<file path="src/rtl/mem_access_unit.sv">
// M-stage data-memory bus master with a posted framebuffer write FIFO.
// Loads/stores run one at a time on a req/ack bus; framebuffer stores drain in order.
module mem_access_unit #(
    parameter int unsigned ADDR_W        = 32,
    parameter int unsigned DATA_W        = 32,
    parameter int unsigned FB_FIFO_DEPTH = 4
) (
    input  logic              clk,
    input  logic              reset,
    input  logic              m_valid,
    input  logic              m_mem_read,
    input  logic              m_mem_write,
    input  logic              m_fb_write,
    input  logic [1:0]        m_mem_size,
    input  logic [ADDR_W-1:0] m_addr,
    input  logic [DATA_W-1:0] m_write_data,
    output logic              m_stall,
    output logic [DATA_W-1:0] m_read_data,
    output logic              m_misaligned,
    output logic              dmem_req,
    output logic              dmem_we,
    output logic [ADDR_W-1:0] dmem_addr,
    output logic [DATA_W-1:0] dmem_wdata,
    output logic [3:0]        dmem_be,
    input  logic              dmem_ack,
    input  logic [DATA_W-1:0] dmem_rdata,
    output logic              fb_valid,
    output logic [ADDR_W-1:0] fb_addr,
    output logic [DATA_W-1:0] fb_data,
    output logic [3:0]        fb_be,
    input  logic              fb_ready
);

    localparam int unsigned PtrW = $clog2(FB_FIFO_DEPTH);
    localparam int unsigned CntW = PtrW + 1;

    typedef enum logic [1:0] {StIdle, StWait, StResp} state_e;

    state_e            state_q;
    logic              req_we_q, req_load_q;
    logic [ADDR_W-1:0] req_addr_q;
    logic [DATA_W-1:0] req_wdata_q;
    logic [3:0]        req_be_q;
    logic [DATA_W-1:0] rdata_q;

    logic [ADDR_W-1:0] fifo_addr [FB_FIFO_DEPTH];
    logic [DATA_W-1:0] fifo_data [FB_FIFO_DEPTH];
    logic [3:0]        fifo_be   [FB_FIFO_DEPTH];
    logic [PtrW-1:0]   wr_ptr_q, rd_ptr_q;
    logic [CntW-1:0]   count_q;

    logic              misaligned;
    logic [3:0]        lane_be;
    logic [DATA_W-1:0] lane_wdata;
    logic [ADDR_W-1:0] word_addr;
    logic              in_idle, issue, is_load;
    logic              fifo_full, deq, enq_want, enq;

    always_comb begin
        misaligned = 1'b0;
        lane_be    = 4'h0;
        lane_wdata = m_write_data;
        case (m_mem_size)
            2'd0: begin
                lane_be    = 4'b0001 << m_addr[1:0];
                lane_wdata = {4{m_write_data[7:0]}};
            end
            2'd1: begin
                lane_be    = 4'b0011 << m_addr[1:0];
                lane_wdata = {2{m_write_data[15:0]}};
                misaligned = m_addr[0];
            end
            2'd2: begin
                lane_be    = 4'hF;
                misaligned = (m_addr[1:0] != 2'b00);
            end
            default: misaligned = 1'b1;
        endcase
    end

    assign word_addr = {m_addr[ADDR_W-1:2], 2'b00};
    assign is_load   = m_mem_read & ~m_mem_write;
    // Outputs that decode the M inputs combinationally are gated so reset forces them low.
    assign in_idle   = reset & (state_q == StIdle);
    assign issue     = in_idle & m_valid & (m_mem_read | m_mem_write) & ~misaligned;

    assign m_misaligned = in_idle & m_valid & (m_mem_read | m_mem_write | m_fb_write) & misaligned;

    // Data-memory priority: a combined mem/fb store never reaches the FIFO.
    assign fifo_full = (count_q == CntW'(FB_FIFO_DEPTH));
    assign fb_valid  = (count_q != '0);
    assign deq       = fb_valid & fb_ready;
    assign enq_want  = in_idle & m_valid & m_fb_write & ~m_mem_write & ~misaligned;
    assign enq       = enq_want & (~fifo_full | deq);

    assign m_stall     = issue | (state_q == StWait) | (enq_want & ~enq);
    assign m_read_data = rdata_q;

    assign fb_addr = fb_valid ? fifo_addr[rd_ptr_q] : '0;
    assign fb_data = fb_valid ? fifo_data[rd_ptr_q] : '0;
    assign fb_be   = fb_valid ? fifo_be[rd_ptr_q]   : 4'h0;

    always_comb begin
        dmem_req   = 1'b0;
        dmem_we    = 1'b0;
        dmem_addr  = '0;
        dmem_wdata = '0;
        dmem_be    = 4'h0;
        if (state_q == StWait) begin
            dmem_req   = 1'b1;
            dmem_we    = req_we_q;
            dmem_addr  = req_addr_q;
            dmem_wdata = req_wdata_q;
            dmem_be    = req_be_q;
        end else if (issue) begin
            dmem_req   = 1'b1;
            dmem_we    = m_mem_write;
            dmem_addr  = word_addr;
            dmem_wdata = lane_wdata;
            dmem_be    = lane_be;
        end
    end

    always_ff @(posedge clk or negedge reset) begin
        if (!reset) begin
            state_q     <= StIdle;
            req_we_q    <= 1'b0;
            req_load_q  <= 1'b0;
            req_addr_q  <= '0;
            req_wdata_q <= '0;
            req_be_q    <= 4'h0;
            rdata_q     <= '0;
        end else begin
            case (state_q)
                StIdle: begin
                    if (issue) begin
                        req_we_q    <= m_mem_write;
                        req_load_q  <= is_load;
                        req_addr_q  <= word_addr;
                        req_wdata_q <= lane_wdata;
                        req_be_q    <= lane_be;
                        if (dmem_ack) begin
                            state_q <= StResp;
                            if (is_load) rdata_q <= dmem_rdata;
                        end else begin
                            state_q <= StWait;
                        end
                    end
                end
                StWait: begin
                    if (dmem_ack) begin
                        state_q <= StResp;
                        if (req_load_q) rdata_q <= dmem_rdata;
                    end
                end
                StResp:  state_q <= StIdle;
                default: state_q <= StIdle;
            endcase
        end
    end

    always_ff @(posedge clk or negedge reset) begin
        if (!reset) begin
            wr_ptr_q <= '0;
            rd_ptr_q <= '0;
            count_q  <= '0;
        end else begin
            if (enq) wr_ptr_q <= wr_ptr_q + PtrW'(1);
            if (deq) rd_ptr_q <= rd_ptr_q + PtrW'(1);
            case ({enq, deq})
                2'b10:   count_q <= count_q + CntW'(1);
                2'b01:   count_q <= count_q - CntW'(1);
                default: count_q <= count_q;
            endcase
        end
    end

    always_ff @(posedge clk) begin
        if (enq) begin
            fifo_addr[wr_ptr_q] <= word_addr;
            fifo_data[wr_ptr_q] <= lane_wdata;
            fifo_be[wr_ptr_q]   <= lane_be;
        end
    end

endmodule
</file>
<file path="config.mk">
export PLATFORM = sky130hd
export DESIGN_NAME = mem_access_unit
export DESIGN_NICKNAME = d
export VERILOG_FILES = /design/src/rtl/mem_access_unit.sv
export SDC_FILE = /design/constraint.sdc
export NUM_CORES = 1
export LEC_CHECK = 0
export BUFFER_PORTS_ARGS = -buffer_cell sky130_fd_sc_hd__buf_2
export CAP_MARGIN = 5
export CORE_MARGIN = 2
export CORE_UTILIZATION = 50
export DETAILED_ROUTE_END_ITERATION = 8
export PLACE_DENSITY = 0.79
export SYNTH_ARGS = -nofsm -noshare
export SYNTH_HDL_FRONTEND = slang
export SYNTH_SLANG_ARGS = --single-unit
</file>
<file path="constraint.sdc">
create_clock -name clk -period 8.55 [get_ports clk]
set_clock_uncertainty 0.2 [all_clocks]
set_input_delay 1.71 -clock clk [delete_from_list [all_inputs] [get_ports clk]]
set_output_delay 1.71 -clock clk [all_outputs]
set_load 0.01 [all_outputs]
</file>
==> summary.txt, run 1 <==
CTS
  • Setup bufs post-CTS: 0
  • CTS H-tree lvls: 2
  • # hold bufs at CTS: 0
  • Clock insertion delay at the later pin of the skew report: 0.52 ns
  • Clk sinks: 373
  • Bufs on Longest Clock Path: 3
  • CTS tree: built
  • Number of CTS-inserted buffers: 38
  • Clock Tree Root: sky130_fd_sc_hd__clkbuf_16
  • Post-cts sizing count: 0
  • Post-CTS clock slew at the launch and capture registers of the worst setup and hold paths: 0.06 ns

STA
  • Hold violation count in the final report: 0
  • Final period util: 73.15%
  • Setup tns final: 0 ns
  • Post-route setup slack: 2.295 ns
  • Count of final max-slew check failures: 0
  • Max-slew headroom: 26.45%
  • Fmax: 159.9 MHz
  • Setup repair after global routing missed its margin: false
  • Post-route minimum period: 6.255 ns
  • Actual transition at the worst max-transition pin: 1.092 ns
  • Setup Viol. Count Final: 0

Die
  • Chip Height: 178.9 um
  • Starting Density: 50.40%
  • IO Count: 279
  • Count of standard-cell rows: 64
  • Die area: 32010 um2
  • Floorplan core area: 30350 um2
  • DIE WIDTH: 178.9 um

Power and ir drop
  • Switching share of power: 28.61%
  • Part of the power in combinational logic: 25.3%
  • Power Density: 293.2 nW/um2
  • Final total power: 5.362 mW
  • Leakage power total: 7.940 nW
  • Worst-case vdd ir drop: 0.1945 mV
  • Clock power share: 31.3%
  • Internal power contribution: 3.828 mW
  • Sw power: 1.534 mW
  • Relative contribution of sequential cells to total power: 43.4%

Worst setup path
  • Worst endpoint required time: 6.64 ns
  • Worst setup path category: in -> out
  • Worst reg2reg endpoint: m_read_data[13]
  • Highest fanout seen on the critical path: 36
  • Crit path arrival time: 4.34 ns
  • Crit path from: m_mem_size[1]
  • Worst r2r path cells: 7
  • Flop2flop setup slack: 5.04 ns
  • Element type at the critical path start: input port
  • Endpoint kind of the worst setup timing path: output pin
  • Worst reg2reg path startpoint: state_q[1]

Hold path
  • Critical hold path startpoint: req_wdata_q[29]
  • Hold worst-path end: req_wdata_q[29]
  • Depth of the worst hold-timing path: 1
  • Min-delay worst type: reg -> reg

Drt
  • DR DRC count: 0
  • Antenna Violating Nets Remaining: 0
  • Total via count in the routed design: 9171
  • Routed Wire Length: 35530 um
  • Number of violations reported at the end of detailed-routing iteration 0: 688
  • Detail-routed net length per standard cell: 21.15 um
  • Detailed-router iteration count before antenna repair: 7
  • Post-detailed-route via-to-cell ratio: 5.459

Global routing
  • Number of global-route vias before repair: 9135
  • Global-route usage over all layers: 22.22%
  • Largest net degree at the start of global routing: 69
  • Overflow left after global routing: 0
  • First-pass GRT wire length: 52730 um
  • Number of antenna violations at the first check in global routing: 2

Placed design
  • Gp weighted congestion: 0.8628
  • Setup slack at placement: 2.341 ns
  • Number of I/O port buffers: 274
  • Dpl hpwl: 22190 um
  • Cell Count Post-Placement: 1611

Final layout
  • Area growth syn-to-layout: 19.55%
  • Number of nets in the finished design: 1366
  • Non-filler instance count after layout: 1680
  • Diodes inserted: 0
  • Util after Layout: 60.25%
  • Fraction of layout instances using a drive strength above 1: 35.90%

Synth
  • Dominant register cell in the synthesized netlist: sky130_fd_sc_hd__edfxtp_1
  • Post-synth ARST share: 29.22%
  • Number of distinct library cells after synthesis: 37
  • Synthesized-area fraction occupied by ao, oa, aoi and oai cells: 3.395%
  • Post-synthesis cell count: 988
  • Register bit total from synthesis: 373
  • Multiplexer share of the synthesized area: 14.12%
  • Top post-synthesis cells by area: sky130_fd_sc_hd__edfxtp_1, sky130_fd_sc_hd__dfrtp_1, sky130_fd_sc_hd__mux4_2
  • Share of synthesized cell area in full adder, half adder and majority cells: 0.4581%
  • Xor/xnor share of the synthesized area: 0.2863%
  • Part of the Yosys area used for sequential elements: 69.67%
  • Cell type with the highest aggregate area in the netlist: sky130_fd_sc_hd__edfxtp_1
  • Cell area after synthesis: 15290 um2
  • Per-instance average area after synthesis: 15.48 um2
  • Dominant combinational cell family by area after synthesis: multiplexers
  • Synth Area in Simple Gates: 10.11%
  • Share of the synthesized area in the top cell type: 51.83%
  • Synth warnings: 0
  • Number of enable flip-flop cells after synthesis: 264

Run status
  • Run status: completed

Job
  • Number of max-cap violations: 0
-- metal layers --
layer / global-route usage, % / routed length (um) / vias up
li1: - / - / 4101
met3: 5.344 / 2944 / 54
met5: 0 / 32 / -
met1: 31.02 / 15100 / 4611
met4: 5.454 / 693 / 4
met2: 35.54 / 16760 / 401
-- worst max path at each step --
stage                                end  slack (ns)
after detailed placement   dmem_wdata[8]        2.34
after global placement    dmem_wdata[16]        2.46
final                     dmem_wdata[26]        2.30
after global routing       dmem_wdata[8]        2.15
after CTS                 dmem_wdata[26]        2.31
after floorplan               dmem_be[3]        3.59
-- stage by stage --
stage | instance area, um2 | hold WS, ns
after floorplan | 15310 | 0.2457
after global placement | 17010 | 0.2568
after detailed placement | 17010 | 0.2644
after CTS | 18290 | 0.2807
after global routing | 18290 | 0.2899
final | 18290 | 0.2769
-- registers in the layout (all words and copies together) (netlist names), 3 cells and up --
register and flops:
fifo_data 128, fifo_addr 120, m_read_data 32, req_wdata_q 32
req_addr_q 30, fifo_be 16, req_be_q 4, count_q 3
-- cell usage after synthesis (4+ instances only) --
library cell and count:
sky130_fd_sc_hd__mux4_2 66, sky130_fd_sc_hd__o21ai_0 18, sky130_fd_sc_hd__mux2_2 43, sky130_fd_sc_hd__nor2_1 6, sky130_fd_sc_hd__xnor2_1 4, sky130_fd_sc_hd__clkbuf_1 27, sky130_fd_sc_hd__nand2_1 226, sky130_fd_sc_hd__mux2_1 7
sky130_fd_sc_hd__mux2i_1 11, sky130_fd_sc_hd__and2_1 95, sky130_fd_sc_hd__a21o_1 49, sky130_fd_sc_hd__a21oi_1 4, sky130_fd_sc_hd__edfxtp_1 264, sky130_fd_sc_hd__buf_4 11, sky130_fd_sc_hd__ha_1 4, sky130_fd_sc_hd__dfrtp_1 109
sky130_fd_sc_hd__buf_1 7, sky130_fd_sc_hd__inv_1 7, sky130_fd_sc_hd__buf_2 12
-- power by group through the flow --
stage / clock [mW] / combinational, mW / sequential (mW)
after global placement: 0 / 1.36 / 2.36
after floorplan: 0 / 0.927 / 2.26
after global routing: 1.78 / 1.48 / 2.36
after CTS: 1.71 / 1.38 / 2.33
final: 1.68 / 1.36 / 2.33
after detailed placement: 0 / 1.38 / 2.37
-- area by class of cell --
type,count,area [um2]
Fill cell,2288,12060
Sequential cell,373,10660
Multi-Input combinational cell,554,4390
Timing Repair Buffer,281,1430
Clock buffer,54,1122
Tap cell,396,495.5
Clock inverter,15,157.7
Inverter,7,26.28
-- cells by family after synthesis --
family | count (synthesis)
other cells | 1
flops | 373
xor+xnor | 5
compound gates | 76
mux | 127
buf+inv | 64
simple gates | 337
fa+ha+maj | 5
-- cell usage in the layout, fill, tap and decap left out, types with 2 or more instances in the layout --
master / netlist / routed
sky130_fd_sc_hd__mux4_2: 66 / 66
sky130_fd_sc_hd__a21o_1: 49 / 49
sky130_fd_sc_hd__clkinv_2: 0 / 3
sky130_fd_sc_hd__xnor2_1: 4 / 4
sky130_fd_sc_hd__and2_4: 1 / 5
sky130_fd_sc_hd__inv_1: 7 / 7
sky130_fd_sc_hd__mux2_1: 7 / 7
sky130_fd_sc_hd__clkbuf_8: 0 / 9
sky130_fd_sc_hd__and2_1: 95 / 91
sky130_fd_sc_hd__o21ai_0: 18 / 17
sky130_fd_sc_hd__conb_1: 1 / 4
sky130_fd_sc_hd__buf_4: 11 / 7
sky130_fd_sc_hd__nand2_1: 226 / 226
sky130_fd_sc_hd__nor2_1: 6 / 5
sky130_fd_sc_hd__clkbuf_16: 0 / 39
sky130_fd_sc_hd__dfrtp_1: 109 / 107
sky130_fd_sc_hd__mux2_2: 43 / 43
sky130_fd_sc_hd__bufinv_16: 0 / 3
sky130_fd_sc_hd__clkinv_1: 0 / 5
sky130_fd_sc_hd__ha_1: 4 / 4
sky130_fd_sc_hd__a21oi_1: 4 / 4
sky130_fd_sc_hd__buf_2: 12 / 273
sky130_fd_sc_hd__dfrtp_4: 0 / 2
sky130_fd_sc_hd__clkbuf_1: 27 / 6
sky130_fd_sc_hd__inv_6: 0 / 2
sky130_fd_sc_hd__edfxtp_1: 264 / 264
sky130_fd_sc_hd__mux2i_1: 11 / 11
-- worst max-delay path, cell delays in order --
cell and delay, ns:
sky130_fd_sc_hd__buf_2 0.10, sky130_fd_sc_hd__buf_4 0.23, sky130_fd_sc_hd__a21oi_1 0.41, sky130_fd_sc_hd__nor2_1 0.18, sky130_fd_sc_hd__nor2_4 0.71, sky130_fd_sc_hd__buf_4 0.48
sky130_fd_sc_hd__and2_1 0.24, sky130_fd_sc_hd__a21o_1 0.11, sky130_fd_sc_hd__buf_2 0.13
Power figures use the tool's default switching activity.
==> inputs of run 2 (changes only) <==
clock period = 6.1 ns   (was 8.55 ns; I/O delays follow)
==> summary.txt, run 2 (same netlist as run 1, synthesis figures left out) <==
Placed design
  • Gp weighted congestion: 0.8501 (-1.5%)
  • Number of I/O port buffers: 274 (unchanged)
  • Dpl hpwl: 22330 um (+0.62%)
  • Cell Count Post-Placement: 1613 (+0.12%)

STA
  • Final worst hold slack: 0.2779 ns (+0.001025 ns)
  • Final period util: 80.52%
  • Actual transition at the worst max-transition pin: 1.080 ns (-0.01147 ns)
  • Max-slew headroom: 27.22% (+0.77 points)
  • Setup tns final: 0 ns (unchanged)
  • Setup repair after global routing missed its margin: false
  • Count of final max-slew check failures: 0 (unchanged)
  • Hold violation count in the final report: 0 (unchanged)
  • Fmax: 203.6 MHz
  • Setup Viol. Count Final: 0 (unchanged)
  • Post-route minimum period: 4.912 ns

Hold path
  • Hold worst-path end: req_addr_q[7]
  • Critical hold path startpoint: req_addr_q[7]
  • Depth of the worst hold-timing path: 2 (+1)
  • Min-delay worst type: reg -> reg

Final layout
  • Reg with most FFs: fifo_data
  • Diodes inserted: 0 (unchanged)
  • Largest registers: fifo_data x128, fifo_addr x120
  • Area growth syn-to-layout: 20.15%
  • Number of flip-flops in the largest register: 128 (unchanged)
  • Total of fill cells in the finished design: 2297 (+0.39%)
  • Number of nets in the finished design: 1370 (+0.29%)
  • Sequential cell area: 10660 um2 (unchanged)
  • Leading cell type in the layout, fill and taps excluded: sky130_fd_sc_hd__buf_2
  • Fraction of layout instances using a drive strength above 1: 35.89% (about the same)
  • Non-filler instance count after layout: 1686 (+0.36%)
  • Multi-input gate area: 4390 um2 (unchanged)
  • Most frequent cells in the layout: sky130_fd_sc_hd__buf_2, sky130_fd_sc_hd__edfxtp_1, sky130_fd_sc_hd__nand2_1

Power and ir drop
  • Power Density: 413.9 nW/um2 (+41%)
  • Worst-case vdd ir drop: 0.2892 mV (+49%)
  • Leakage power total: 7.979 nW (+0.49%)

Drt
  • Routed Wire Length: 35440 um (-0.23%)
  • Detailed-router iteration count before antenna repair: 7 (unchanged)
  • Total via count in the routed design: 9230 (+0.64%)
  • Antenna Violating Nets Remaining: 0 (unchanged)
  • DR DRC count: 0 (unchanged)
  • Number of violations reported at the end of detailed-routing iteration 0: 648 (-5.8%)
  • Post-detailed-route via-to-cell ratio: 5.474 (+0.29%)
  • Detail-routed net length per standard cell: 21.02 um (-0.59%)

Worst setup path
  • Stage delay of the slowest cell on the critical path: 0.75 ns (+0.04 ns)
  • Element type at the critical path start: input port
  • Crit path from: reset
  • Worst reg2reg endpoint: m_read_data[11]
  • Endpoint kind of the worst setup timing path: output pin
  • Worst setup path category: in -> out
  • Crit path arrival time: 3.49 ns (-0.85 ns)
  • Worst r2r path cells: 6 (-1)
  • Slowest stage cell on the critical path: sky130_fd_sc_hd__nor2_4
  • Cell with the most instances on the worst path: sky130_fd_sc_hd__nand2_1
  • Worst reg2reg path startpoint: state_q[1]
  • Flop2flop setup slack: 3.07 ns (-1.97 ns)
  • Highest fanout seen on the critical path: 41 (+14%)
  • Cells along the critical path: buf_6 -> and4bb_2 -> o21ai_0 -> nor2_4 -> buf_12 -> nand2_1 -> nand2_1 -> buf_2
  • Worst endpoint required time: 4.68 ns (-1.96 ns)

CTS
  • Post-CTS clock slew at the launch and capture registers of the worst setup and hold paths: 0.06 ns (about the same)
  • Number of CTS-inserted buffers: 40 (+5.3%)
  • Clock insertion delay at the later pin of the skew report: 0.52 ns (about the same)
  • Setup bufs post-CTS: 0 (unchanged)
  • Clk sinks: 373 (unchanged)
  • Bufs on Longest Clock Path: 3 (unchanged)
  • Post-cts sizing count: 0 (unchanged)
  • CTS tree: built
  • Clock Tree Root: sky130_fd_sc_hd__clkbuf_16
  • CTS H-tree lvls: 2 (unchanged)
  • # hold bufs at CTS: 0 (unchanged)

Global routing
  • First-pass GRT wire length: 53290 um (+1.1%)
  • Global-route usage over all layers: 22.36% (+0.14 points)
  • Overflow left after global routing: 0 (unchanged)
  • Largest net degree at the start of global routing: 71 (+2.9%)
  • Number of global-route vias before repair: 9253 (+1.3%)
  • Number of antenna violations at the first check in global routing: 0 (-2)

Run status
  • Run status: completed

Die
  • Count of standard-cell rows: 64 (unchanged)
  • DIE WIDTH: 178.9 um (unchanged)
  • IO Count: 279 (unchanged)
  • Chip Height: 178.9 um (unchanged)
  • Floorplan core area: 30350 um2 (unchanged)
  • Die area: 32010 um2 (unchanged)
  • Starting Density: 50.40% (unchanged)

Job
  • Number of max-cap violations: 0 (unchanged)
==> run 2: cell types whose count changed in the layout (fill, tap and decap cells not counted), sizes merged <==
| cell | delta |
|---|---|
| bufinv | +1 |
| buf | +2 |
| clkbuf | +5 |
| inv | +2 |
| clkinv | -4 |
==> run 2: final cells by class <==
cell class / count / share of cell area, %
clock inverter: 14 / 0.9737
sequential: 373 / 58.02
tap: 396 / 2.696
multi-input combinational: 554 / 23.89
inverter: 7 / 0.1430
timing repair buffer: 283 / 7.932
clock buffer: 59 / 6.339
==> run 2: per-stage QoR <==
stage / setup slack, ns / power (mW) / instance area [um2] / utilization (%)
global placement: 1.275 / 5.218 / 17030 / 56.12
floorplan: 1.819 / 4.460 / 15310 / -
finish: 1.188 / 7.605 / 18380 / 60.55
CTS: 1.164 / 7.698 / 18380 / 60.55
detailed placement: 1.164 / 5.247 / 17030 / 56.12
global route: 0.9603 / 7.988 / 18380 / 60.55
==> run 2: worst max-delay path, delay by kind of cell <==
family          cells  cell delay (ns)
buf+inv             3             0.75
compound gates      1             0.19
simple gates        4             1.29
==> run 2: worst max path at each step <==
stage / slack, ns / to
global placement: 1.28 / dmem_be[3]
floorplan: 1.82 / fifo_addr[0][0]
finish: 1.19 / dmem_be[3]
CTS: 1.16 / dmem_be[3]
global route: 0.96 / dmem_be[3]
detailed placement: 1.16 / dmem_be[3]
==> run 2: routing by layer <==
| metal | global-route usage (%) | vias to the layer above | part of all wire, % | wire, um |
|---|---|---|---|---|
| met4 | 5.996 | 0 | 2.0 | 695 |
| met5 | 0 | - | 0 | 0 |
| met2 | 36.01 | 410 | 47 | 16810 |
| met1 | 31.11 | 4645 | 43 | 15120 |
| li1 | - | 4125 | - | - |
| met3 | 4.919 | 50 | 7.9 | 2812 |
==> run 2: where the power goes <==
group	switching [mW]	total [mW]	internal [mW]
sequential	0.328	3.30	2.97
clock	0.940	2.44	1.50
combinational	0.879	1.87	0.989
